### src/rtl/instr_fetch_unit.sv
// Instruction-fetch stage: owns the PC, reads instruction memory and hands
// {pc, instr} pairs to the processor through a 2-entry valid/ready buffer.
// Redirects flush the buffer and restart fetch at the (word-aligned) target.
module instr_fetch_unit #(
  parameter logic [31:0] RESET_PC = 32'h0000_0000,
  parameter int unsigned PC_STEP  = 4
) (
  input  logic        clk,
  input  logic        reset,
  input  logic        fetch_en,
  output logic [31:0] inst_addr,
  input  logic [31:0] instr,
  input  logic        redirect,
  input  logic [31:0] redirect_pc,
  output logic        out_valid,
  input  logic        out_ready,
  output logic [31:0] out_instr,
  output logic [31:0] out_pc,
  output logic [31:0] issue_count,
  output logic        misaligned
);

  localparam int unsigned XLEN  = 32;
  localparam int unsigned CNT_W = 2;

  typedef struct packed {
    logic [XLEN-1:0] pc;
    logic [XLEN-1:0] instr;
  } entry_t;

  logic [XLEN-1:0]  pc_q, pc_d;
  logic [CNT_W-1:0] cnt_q, cnt_d;
  entry_t           slot0_q, slot0_d;
  entry_t           slot1_q, slot1_d;
  logic [XLEN-1:0]  issue_q, issue_d;
  logic             mis_q, mis_d;

  logic   pop_c;
  logic   fetch_c;
  entry_t new_entry_c;

  // Handshake and fetch qualification for this cycle
  always_comb begin
    pop_c             = (cnt_q != '0) & out_ready;
    fetch_c           = fetch_en & ~redirect & ((cnt_q < CNT_W'(2)) | pop_c);
    new_entry_c.pc    = pc_q;
    new_entry_c.instr = instr;
  end

  // Next-state: slot0 is always the head; unused slots are kept at zero so the
  // head outputs read zero when the buffer is empty
  always_comb begin
    pc_d    = pc_q;
    cnt_d   = cnt_q;
    slot0_d = slot0_q;
    slot1_d = slot1_q;
    issue_d = issue_q + XLEN'(pop_c);
    mis_d   = mis_q;

    if (redirect) begin
      cnt_d   = '0;
      slot0_d = '0;
      slot1_d = '0;
      pc_d    = {redirect_pc[XLEN-1:2], 2'b00};
      mis_d   = mis_q | (redirect_pc[1:0] != 2'b00);
    end else begin
      if (fetch_c) begin
        pc_d = pc_q + XLEN'(PC_STEP);
      end
      case ({pop_c, fetch_c})
        2'b10: begin
          slot0_d = slot1_q;
          slot1_d = '0;
          cnt_d   = cnt_q - CNT_W'(1);
        end
        2'b01: begin
          if (cnt_q == '0) begin
            slot0_d = new_entry_c;
          end else begin
            slot1_d = new_entry_c;
          end
          cnt_d = cnt_q + CNT_W'(1);
        end
        2'b11: begin
          // Pop frees a slot first, so occupancy is unchanged
          if (cnt_q == CNT_W'(2)) begin
            slot0_d = slot1_q;
            slot1_d = new_entry_c;
          end else begin
            slot0_d = new_entry_c;
          end
        end
        default: ;
      endcase
    end
  end

  // State registers with asynchronous reset
  always_ff @(posedge clk or posedge reset) begin
    if (reset) begin
      pc_q    <= RESET_PC;
      cnt_q   <= '0;
      slot0_q <= '0;
      slot1_q <= '0;
      issue_q <= '0;
      mis_q   <= 1'b0;
    end else begin
      pc_q    <= pc_d;
      cnt_q   <= cnt_d;
      slot0_q <= slot0_d;
      slot1_q <= slot1_d;
      issue_q <= issue_d;
      mis_q   <= mis_d;
    end
  end

  // Outputs straight from state
  always_comb begin
    inst_addr   = pc_q;
    out_valid   = (cnt_q != '0);
    out_instr   = slot0_q.instr;
    out_pc      = slot0_q.pc;
    issue_count = issue_q;
    misaligned  = mis_q;
  end

endmodule

### config.mk
export PLATFORM = sky130hd
export DESIGN_NAME = instr_fetch_unit
export DESIGN_NICKNAME = d
export VERILOG_FILES = /design/src/rtl/instr_fetch_unit.sv
export SDC_FILE = /design/constraint.sdc
export NUM_CORES = 1
export LEC_CHECK = 0
export ABC_AREA = 1
export CORE_MARGIN = 3
export CORE_UTILIZATION = 53
export CTS_BUF_LIST = sky130_fd_sc_hd__clkbuf_2
export CTS_CLUSTER_SIZE = 25
export DETAILED_ROUTE_END_ITERATION = 8
export PLACE_DENSITY = 0.79
export SYNTH_ARGS = -nofsm -noshare
export SYNTH_HDL_FRONTEND = slang
export SYNTH_SLANG_ARGS = --single-unit
### constraint.sdc
create_clock -name clk -period 7.1 [get_ports clk]
set_input_delay 0.71 -clock clk [delete_from_list [all_inputs] [get_ports clk]]
set_output_delay 0.71 -clock clk [all_outputs]
set_load 0.02 [all_outputs]
Word-level counts from Yosys, hierarchy flattened
Cells that the tools add are included.

cells by class
  add/sub/neg operators = 4
  equality and inequality tests = 7
  $lt $le $gt $ge = 1
  multiplexer cells = 12
  bitwise logic cells = 6
  multiply operators = 0
  divide/modulo/power cells = 0
  reduce and logical (&&, ||, !) cells = 8
  shift operators = 0

operators by type and width
  operator                                                            count
  64-bit 2-to-1 mux                                                   6
  64-bit one-hot mux with 3 select lines                              2
  32-bit 2-to-1 mux                                                   2
  32-bit by 1-bit adder with 32-bit output                            1
  32-bit by 3-bit adder with 32-bit output, second input constant     1
  3-bit != test, second input constant                                3
  2-bit == test, second input constant                                3
  2-bit nonzero test                                                  3
  2-bit one-hot mux with 2 select lines                               1
  4-bit nonzero test                                                  1
  1-bit AND                                                           3
  3-bit AND reduction                                                 1
  3-bit nonzero test                                                  1
  2-bit by 1-bit adder with 2-bit output, second input constant       1
  2-bit by 1-bit == test with 1-bit output, second input constant     1
  2-bit logical NOT                                                   1
  2-bit < comparator, second input constant                           1
  2-bit 2-to-1 mux                                                    1
  1-bit OR                                                            2
  2-bit AND reduction                                                 1
  2-bit by 1-bit subtractor with 2-bit output, second input constant  1
  1-bit inverter                                                      1

word-level totals
  output and inout port bits = 130
  memories = 0
  input bits = 69
  memory bits (read-only) = 0
  bits in latches = 0
  bits in registers = 195
  RAM bits = 0
  word-level logic and storage cells = 46

Longest topological paths before layout
  depth in word-level cells = 7
  mapped depth = 12
  mapped depth without buffers = 12

Least setup slack after synthesis
Ideal clock, no wire load.

  path kind = input -> register
  start = in out_ready
  end = reg issue_q[26] (netlist: issue_count[26])
  required time = 6977 ps
  library setup time = 123 ps
  buffers on the path = 0
  data arrival time = 2219 ps
  setup slack = 4758 ps
  stages on the path = 11
  cells stage by stage = inv_1 > nor2_1 > ha_1 > ha_1 > nand3_1 > nor2_1 > nand2_1 > nor2_1 > nand2_1 > o21ai_0 > nand2_1

between the ends
  cells in the longest elaborated chain, start to end = 2

RTL lines
  what                                      line  RTL
  start, declared                           16    input logic out_ready,
  1-bit AND                                 44    pop_c = (cnt_q != '0) & out_ready;
  32-bit by 1-bit adder with 32-bit output  57    issue_d = issue_q + XLEN'(pop_c);
  net issue_d[26]                           35    logic [XLEN-1:0] issue_q, issue_d;
  end signal, assigned                      112   issue_q <= issue_d;
  end, declared                             35

The timed path passes the listed nets, and every way through them passes these cells.
A chain may end at the register's enable or synchronous reset.

Worst setup path after layout
  start = in redirect
  end = reg slot0_q, in the netlist out_instr[21]

between the ends
  cells in the longest elaborated chain, start to end = 6
  elaborated cells on any way between the ends = 11
  classes of those cells = 4 x eq/ne; 2 x mux; 3 x bitwise; 2 x reduce/logical

RTL lines
  what                                                                              line  RTL
  start, declared                                                                   13    input logic redirect,
  1-bit inverter                                                                    45    fetch_c = fetch_en & ~redirect & ((cnt_q < CNT_W'(2)) | pop_c);
  1-bit AND (2 in series)                                                           45
  2-bit == test / 2-bit by 1-bit == test with 1-bit output (equally long branches)  70    case ({pop_c, fetch_c})
  64-bit one-hot mux with 3 select lines (tied with other cells)                    70
  64-bit 2-to-1 mux / 2-bit AND reduction (equally long branches)                   --
  end signal, assigned                                                              110   slot0_q <= slot0_d;
  end, declared                                                                     33    entry_t slot0_q, slot0_d;

Parallel ways exist; a longest one is shown, timed or not.

==> metrics.md <==
| Metric | Value |
|---|---|
| Status | finished, final reports clean |
| Port Buffers | 196 |
| DR vias/cell | 5.355 |
| Remaining routing DRC violations | 0 |
| Final Max Tran Viols | 0 |
| Leak | 5.300 nW |
| Crit path arrival time | 3760 ps |
| Mapped Cells | 1267 |
| Layout cells sized above 1 | 3.616% |
| CTS tree | done |
| Placed insts | 1632 |
| Post-layout util | 68.12% |
| Place WS | 3206 ps |
| Clock transition at the registers of the reported paths | 280 ps |
| Die height | 141.2 um |
| Initial DRC Count | 671 |
| TritonCTS buffer count | 17 |
| DRT Wirelength | 26380 um |
| Longest Clk Path Bufs | 2 |
| Largest net degree at the start of global routing | 131 |
| Initial Util | 55.03% |
| Final period util | 43.90% |
| Sequential share of the synthesized area | 49.36% |
| Worst path slowest cell | buf_4 |
| PwrDens | 233.9 nW/um^2 |
| Most frequent CP cell | buf_4 |
| Synth Flop Type | dfrtp_1 |
| Syn_area_per_cell | 7.642 um^2 |
| Maxcap violations | 0 |
| Vias in the first global route | 8380 |
| Endpoint class of the critical path | flip-flop |
| Area leader, netlist | dfrtp_1 |
| Worst-margin pin slew | 1106 ps |
| Clock Sinks | 191 |
| Row count | 48 |
| CP max FO | 66 |
| Peak supply drop | 0.1766 mV |
| Max Freq | 320.8 MHz |
| Cell chosen for the clock root | clkbuf_2 |
| Total track usage | 26.84% |
| Hold_buf cts | 0 |
| Crit path launch type | input port |
| WL per Instance | 15.84 um |
| Post-synth EDFFs | 0 |
| Die area | 19930 um^2 |
| RSZ-0062 raised after global routing | no |
| Netlist cell types | 34 |
| Dominant cells by area after synthesis | dfrtp_1 (49%), nand2_1 (18%), o21ai_0 (6.0%) |
| Final WS setup | 3983 ps |
| Post-synthesis register bit count | 191 |
| Setup TNS | 0 ps |
| Htree depth | 4 |
| DR pass1 iterations | 5 |
| DR vias | 8916 |
| Multi-input logic area | 4190 um^2 |
| Post-CTS Resized | 0 |
| CP peak stage delay | 610 ps |
| Fillers | 1521 |
| Hold Slack | 483.2 ps |
| Detail Route Antenna Nets | 0 |
| Worst hold path type | in2async |
| Commonest non-fill, non-tap cell in the layout | nand2_1 |
| First-pass GRT wire length | 43180 um |
| Crit-path cells | clkdlybuf4s50_1 -> buf_4 -> clkinv_2 -> nand2_2 -> nor2_8 -> buf_4 -> nand2_2 -> o21ai_4 -> buf_4 -> o21ai_0 |
| Core ar. | 17600 um^2 |
| Most frequent cells in the layout | nand2_1 (469), clkdlybuf4s50_1 (196), dfrtp_1 (191) |
| Synth top area share | 49.36% |
| Congestion Overflow GR | 0 |
| Die W | 141.2 um |
| RePlAce Congestion | 0.9212 |
| Register area | 4780 um^2 |
| CP Class | in2reg |
| Post CTS Setup Buffer Count | 0 |
| Number of antenna violations at the first check in global routing | 2 |
| Final Hold Viols | 0 |
| Yosys warns | 0 |
| Setup Skew | 37.89 ps |
| I/O Pins | 199 |
| Clk Latency, worst-skew pair | 770 ps |
| Area growth, synth to finish | 23.79% |
| Tmin final | 3117 ps |
| # setup viols final | 0 |
| Required time worst endpoint | 7740 ps |
| Mapped cell area | 9683 um^2 |
| Async SR Flop Fraction | 100.0% |
| Dpl hpwl | 18440 um |
| Post-route non-filler standard cell count | 1665 |
| Final Net Count | 1498 |
| Relative slew slack | 26.28% |
synthesized netlist by cell type, types with 2 or more instances:
library cell,number
nand4_1,13
o21ai_1,32
nor3_1,12
o211ai_1,67
o21ai_2,2
ha_1,3
nor2_2,2
o221ai_1,3
buf_1,2
nor2_1,97
buf_2,17
nand2_2,2
dfrtp_1,191
buf_4,7
buf_6,2
inv_1,111
clkbuf_1,37
xor2_1,20
nand3_1,37
nand3b_1,4
nand2_1,470
o21ai_0,116
xnor2_1,8
and2_1,2
metal layers:
layer / global-route usage (%) / wire [um] / up-vias
met1: 37.79 / 11560 / 4190
met4: 8.567 / 649 / 2
met3: 4.851 / 1670 / 45
met5: 0 / 12 / -
met2: 42.46 / 12480 / 301
li1: - / - / 4378
metrics by stage:
step,cell area (um^2),total power [mW]
2_1_floorplan,9687,1.838
3_3_place_gp,11710,2.186
3_5_place_dp,11710,2.207
4_1_cts,11980,2.820
5_1_grt,11990,2.960
6_report,11990,2.803
worst max-delay path: cells and delay by family:
kind / cells / cell delay [ps]
and+or+nand+nor: 3 / 720
AOI/OAI and AO/OA: 2 / 380
buffers and inverters: 5 / 1850
cell type report:
| cell class | instances | share of cell area [%] |
|---|---|---|
| diodes | 2 | 0.04175 |
| clock buffers | 18 | 0.7516 |
| clock inverters | 13 | 1.545 |
| inverters | 113 | 3.612 |
| multi-input cells | 899 | 34.96 |
| flip-flops and latches | 191 | 39.87 |
| well taps | 225 | 2.349 |
| repair buffers | 204 | 16.87 |
state kept, by name, summed over array words and instances (netlist names):
register / count
out_instr: 32
issue_count: 32
out_pc: 31
inst_addr: 30
slot1_q: 63
cnt_q: 2
misaligned: 1
logic make-up after synthesis:
logic type                 synth area share [%]
xor gates and xnor gates                  2.533
other                                   0.03873
buffers and inverters                     7.559
AOI/OAI and AO/OA                         13.67
adders and majority gates                0.3877
and+or+nand+nor                           26.45
DFF                                       49.36
power breakdown:
group / leakage [nW] / internal [mW] / switching, mW
registers: 2.52 / 1.23 / 0.129
logic: 2.62 / 0.327 / 0.497
clock network: 0.161 / 0.233 / 0.386
path summary, 6_finish.rpt:
check	slack, ps	end	cells past startpoint	start
setup / recovery	3980	out_instr[21]	10	redirect
hold / removal	480	issue_count[31]	2	reset
setup reg to reg	4150	out_instr[21]	8	cnt_q[1]
hold reg to reg	520	out_pc[6]	2	out_pc[6]
max in group asynchronous	5230	inst_addr[7]	3	reset
min in group clk	500	slot1_q[12]	3	instr[12]
No activity file was read; power rests on OpenSTA's default activity.
==> RTL change 1 (same settings) <==
`CNT_W`: 2 -> 4.
--- a/src/rtl/instr_fetch_unit.sv
+++ b/src/rtl/instr_fetch_unit.sv
@@ -22,5 +22,5 @@
 
   localparam int unsigned XLEN  = 32;
-  localparam int unsigned CNT_W = 2;
+  localparam int unsigned CNT_W = 4;
 
   typedef struct packed {
Check against the original RTL: same outputs for any inputs over 4 cycles, from zero or initial values and one cycle with reset high; that may be too few to reach the edited logic, so the function may still have changed.
==> RTL change 1 against the original RTL <==
Synthesized area increased by 7.1%. Cell area grew 5.2%. Count of clock-buffer cells in the layout unchanged. Worst setup slack got worse by 0.55 ns. Synthesized cell count grew 15%. Sequential cell count increased by 2. Power increased by 18%. Final cell count is 14% higher. Routed wire length grew 9.4%. Critical path type unchanged.
==> RTL change 1: results (changes against the original RTL) <==
| Metric | Value |
|---|---|
| Status | complete, no violations |
| Post-synth top cells | 723 x nand2_1, 193 x dfrtp_1, 139 x nand3_1 |
| Place WS | 2.63 ns (-0.571 ns) |
| HP Class | in2reg |
| Final wirelength | 28.8 mm (+9.4%) |
| Post-CTS Setup Bufs | 0 (unchanged) |
| WP data arrival | 4.40 ns (+0.64 ns) |
| Critical path destination | slot1_q[24] |
| Via Count | 9946 (+12%) |
| Port Buffers | 196 (unchanged) |
| Ys Warns | 0 (unchanged) |
| Nets | 1693 (+13%) |
| Worst Hold Path Cells | 3 |
| Asr flop ratio synth | 100% (unchanged) |
| Top cells by area, synth | dfrtp_1 47%, nand2_1 26%, nand3_1 6.7% |
| Skew-Pair Late Insertion Delay | 0.78 ns |
| Clock power share | 15.8% (-6.3 points) |
| Worst setup path startpoint | redirect |
| R2R depth | 11 (+3) |
| Clock tree buffer depth | 2 (unchanged) |
| Clock buffer count from CTS | 17 (unchanged) |
| Reg with most FFs | slot1_q |
| Synth unique cells | 29 (-15%) |
| Hold EP | inst_addr[10] |
| Root buffer cell | clkbuf_2 |
| Worst clock skew | 0.0383 ns (+0.000403 ns) |
| FF-to-FF End | out_instr[28] |
| Worst slew margin | 37.3% (+11 points) |
| Share of layout cells above drive strength 1 | 3.37% (-0.24 points) |
| Seq pwr | 1510 µW (+11%) |
| Clock-pin slew on the worst setup and hold paths | 0.31 ns (+0.03 ns) |
| Sequential area share after synthesis | 46.6% (-2.8 points) |
| Final Instance Count excl. Fillers | 1892 (+14%) |
| Largest net degree at the start of global routing | 130 (-0.76%) |
| Initial antenna violation count | 1 (-1) |
| Fillers | 1721 (+13%) |
| Setup slack after layout | 3.43 ns (-0.548 ns) |
| P_leak | 0.00641 µW (+21%) |
| DP HPWL | 19.7 mm (+6.8%) |
| H-tree Lvls | 4 (unchanged) |
| Syn Area/Cell | 7.10 µm² (-7.2%) |
| Vias in the first global route | 9492 (+13%) |
| Worst reg2reg startpoint | cnt_q[3] |
| All-Layer GR Usage | 27.1% (+0.28 points) |
| GP Congestion | 0.986 (+7.1%) |
| Peak supply drop | 0.190 mV (+7.8%) |
| Power Internal | 1900 µW (+6.1%) |
| Switching power of the nets | 1410 µW (+39%) |
| Router iterations before antenna repair | 5 (unchanged) |
| Critical Path Fanout Max | 53 (-20%) |
| Resized Gates After CTS | 0 (unchanged) |
| Max reg flops | 63 (unchanged) |
| Drt first-iter violations | 664 (-1.0%) |
| First-pass GRT wire length | 47.7 mm (+11%) |
| Min-delay src | redirect_pc[10] |
| FF-to-FF setup slack | 3.54 ns (-0.61 ns) |
-- RTL change 1: cell count changes after synthesis, moves of 10 or more --
cell / unedited run / this run
buf_2: 17 / 29
clkbuf_1: 37 / 24
o21ai_0: 116 / 24
nand3_1: 37 / 139
o211ai_1: 67 / 9
nor2_1: 97 / 109
nand2_1: 470 / 723
inv_1: 111 / 83
buf_4: 7 / 17
o21ai_1: 32 / 0
nand3b_1: 4 / 39
-- RTL change 1: metal layers --
metal	wire length (µm)	share of wire [%]	GRT usage, %
met1	12600	44	37.3
met2	13800	48	44.1
met3	1900	6.6	5.11
met4	523	1.8	8.02
met5	0	0	0
-- RTL change 1: per-stage QoR --
step	cell area (µm²)	hold WS [ns]
after floorplan	10400	0.442
after global placement	12400	0.454
after detailed placement	12400	0.458
after CTS	12600	0.411
after global routing	12600	0.406
final	12600	0.447
-- RTL change 1: worst max-delay path: stages --
cell and delay (ns):
clkdlybuf4s50_1 0.45, buf_4 0.35, inv_2 0.16, nand2_2 0.16, inv_2 0.06, nand2_2 0.50
nand3_2 0.39, buf_4 0.43, nand2_2 0.42, buf_4 0.50, nand2_1 0.12, nand2_1 0.08
-- RTL change 1: area by class of cell --
class / instances / area share (%)
multi-input combinational: 1114 / 38.6
sequential: 193 / 38.3
timing repair buffer: 206 / 16.2
inverter: 86 / 2.62
tap: 260 / 2.58
clock inverter: 14 / 0.982
clock buffer: 18 / 0.714
antenna: 1 / 0.0198
-- RTL change 1: logic make-up after synthesis --
family | Yosys count | share of synthesized area, %
and+or+nand+nor | 1038 | 41.2
adders and majority gates | 6 | 0.796
AOI/OAI and AO/OA | 39 | 2.36
other | 1 | 0.0361
buffers and inverters | 156 | 6.61
xor gates and xnor gates | 29 | 2.45
DFF | 193 | 46.6
==> RTL change 2 (same settings) <==
Without the edit above. Remove the case item `2'b01` of the case on `{pop_c, fetch_c}`.
--- a/src/rtl/instr_fetch_unit.sv
+++ b/src/rtl/instr_fetch_unit.sv
@@ -74,12 +74,4 @@
           cnt_d   = cnt_q - CNT_W'(1);
         end
-        2'b01: begin
-          if (cnt_q == '0) begin
-            slot0_d = new_entry_c;
-          end else begin
-            slot1_d = new_entry_c;
-          end
-          cnt_d = cnt_q + CNT_W'(1);
-        end
         2'b11: begin
           // Pop frees a slot first, so occupancy is unchanged
Function: changed (a bounded check fails within 4 cycles, from zero or initial values and one cycle with reset high).
==> RTL change 2 against the original RTL <==
Cell area fell by 1.6%. Critical path depth stayed put. Global-route usage shrank 1.1 points. Die area decreased by 1.4%. Worst setup slack lost 0.44 ns. Sequential cell count did not move. Routed wire length shrank 4.9%. Fmax decreased by 12%. Synthesized area down 1.5%. Utilization decreased by 0.62 points. Combinational power decreased by 28%. Power shrank 13%. Highest routed layer is now met4.
==> RTL change 2: results (changes against the original RTL) <==
| Metric | Value |
|---|---|
| Status | complete, no violations |
| #MultiIn Comb | 847 (-5.8%) |
| Setup slack after layout | 3.54 ns (-0.442 ns) |
| Met3 routed WL | 1.70 mm (+2.0%) |
| Non-clock buffering overhead | 16.9% (+0.081 points) |
| P_leak | 0.00576 µW (+8.7%) |
| WP data arrival | 4.18 ns (+0.42 ns) |
| Die Width | 140 µm (-0.71%) |
| R2R depth | 11 (+3) |
| Multi-input gate area | 4000 µm² (-4.6%) |
| Tightest Pin Transition | 1.19 ns (+0.0793 ns) |
| Worst clock skew | 0.0272 ns (-0.0107 ns) |
| Switching power of the nets | 843 µW (-17%) |
| Xor/xnor share of the synthesized area | 2.66% (+0.13 points) |
| Met2 wire len | 11.8 mm (-5.6%) |
| Initial antenna violation count | 1 (-1) |
| Critical Path Fanout Max | 67 (+1.5%) |
| Post-synthesis compound-gate area fraction | 11.0% (-2.7 points) |
| Flop pwr share | 52.8% (+4.3 points) |
| Logic pwr share | 24.4% (-5.0 points) |
| Total power | 2430 µW (-13%) |
| Sequential area share after synthesis | 50.1% (+0.74 points) |
| Area share of fa/ha/maj cells after synthesis | 0.787% (+0.40 points) |
| Number of sequential cells | 191 (unchanged) |
| Post-Place Cell Area | 11600 µm² (-1.3%) |
| Peak supply drop | 0.113 mV (-36%) |
| Nets | 1463 (-2.3%) |
| DRT met1 WL | 11.1 mm (-4.0%) |
| First-pass GRT wire length | 41.4 mm (-4.0%) |
| Post-synth top cells | 387 x nand2_1, 191 x dfrtp_1, 127 x inv_1 |
| Top cells by area, synth | dfrtp_1 50%, nand2_1 15%, nand3_1 5.4% |
RTL change 2: cell count changes after synthesis, sizes merged, moves of 3 or more:
cell and delta:
nand2 -80, nand3 +66, o21ai -58, a21oi +19, inv +18, clkbuf -12, o211ai -11, nor2 +10
buf +7, nand4 -7, nor3 +5, ha +3, o221ai -3
RTL change 2: critical path: stages:
cell and delay (ns):
clkdlybuf4s50_1 0.81, inv_2 0.20, nand2_2 0.11, nor2_8 0.69, nand2_4 0.06, nand2_1 0.11, clkinv_2 0.64, buf_4 0.58
nand3_1 0.16, o21ai_1 0.08
RTL change 2: per-layer routing:
layer | track usage [%] | vias to the layer above
li1 | - | 4257
met1 | 36.5 | 4117
met2 | 41.1 | 334
met3 | 4.17 | 36
met4 | 7.96 | 0
met5 | 0 | -
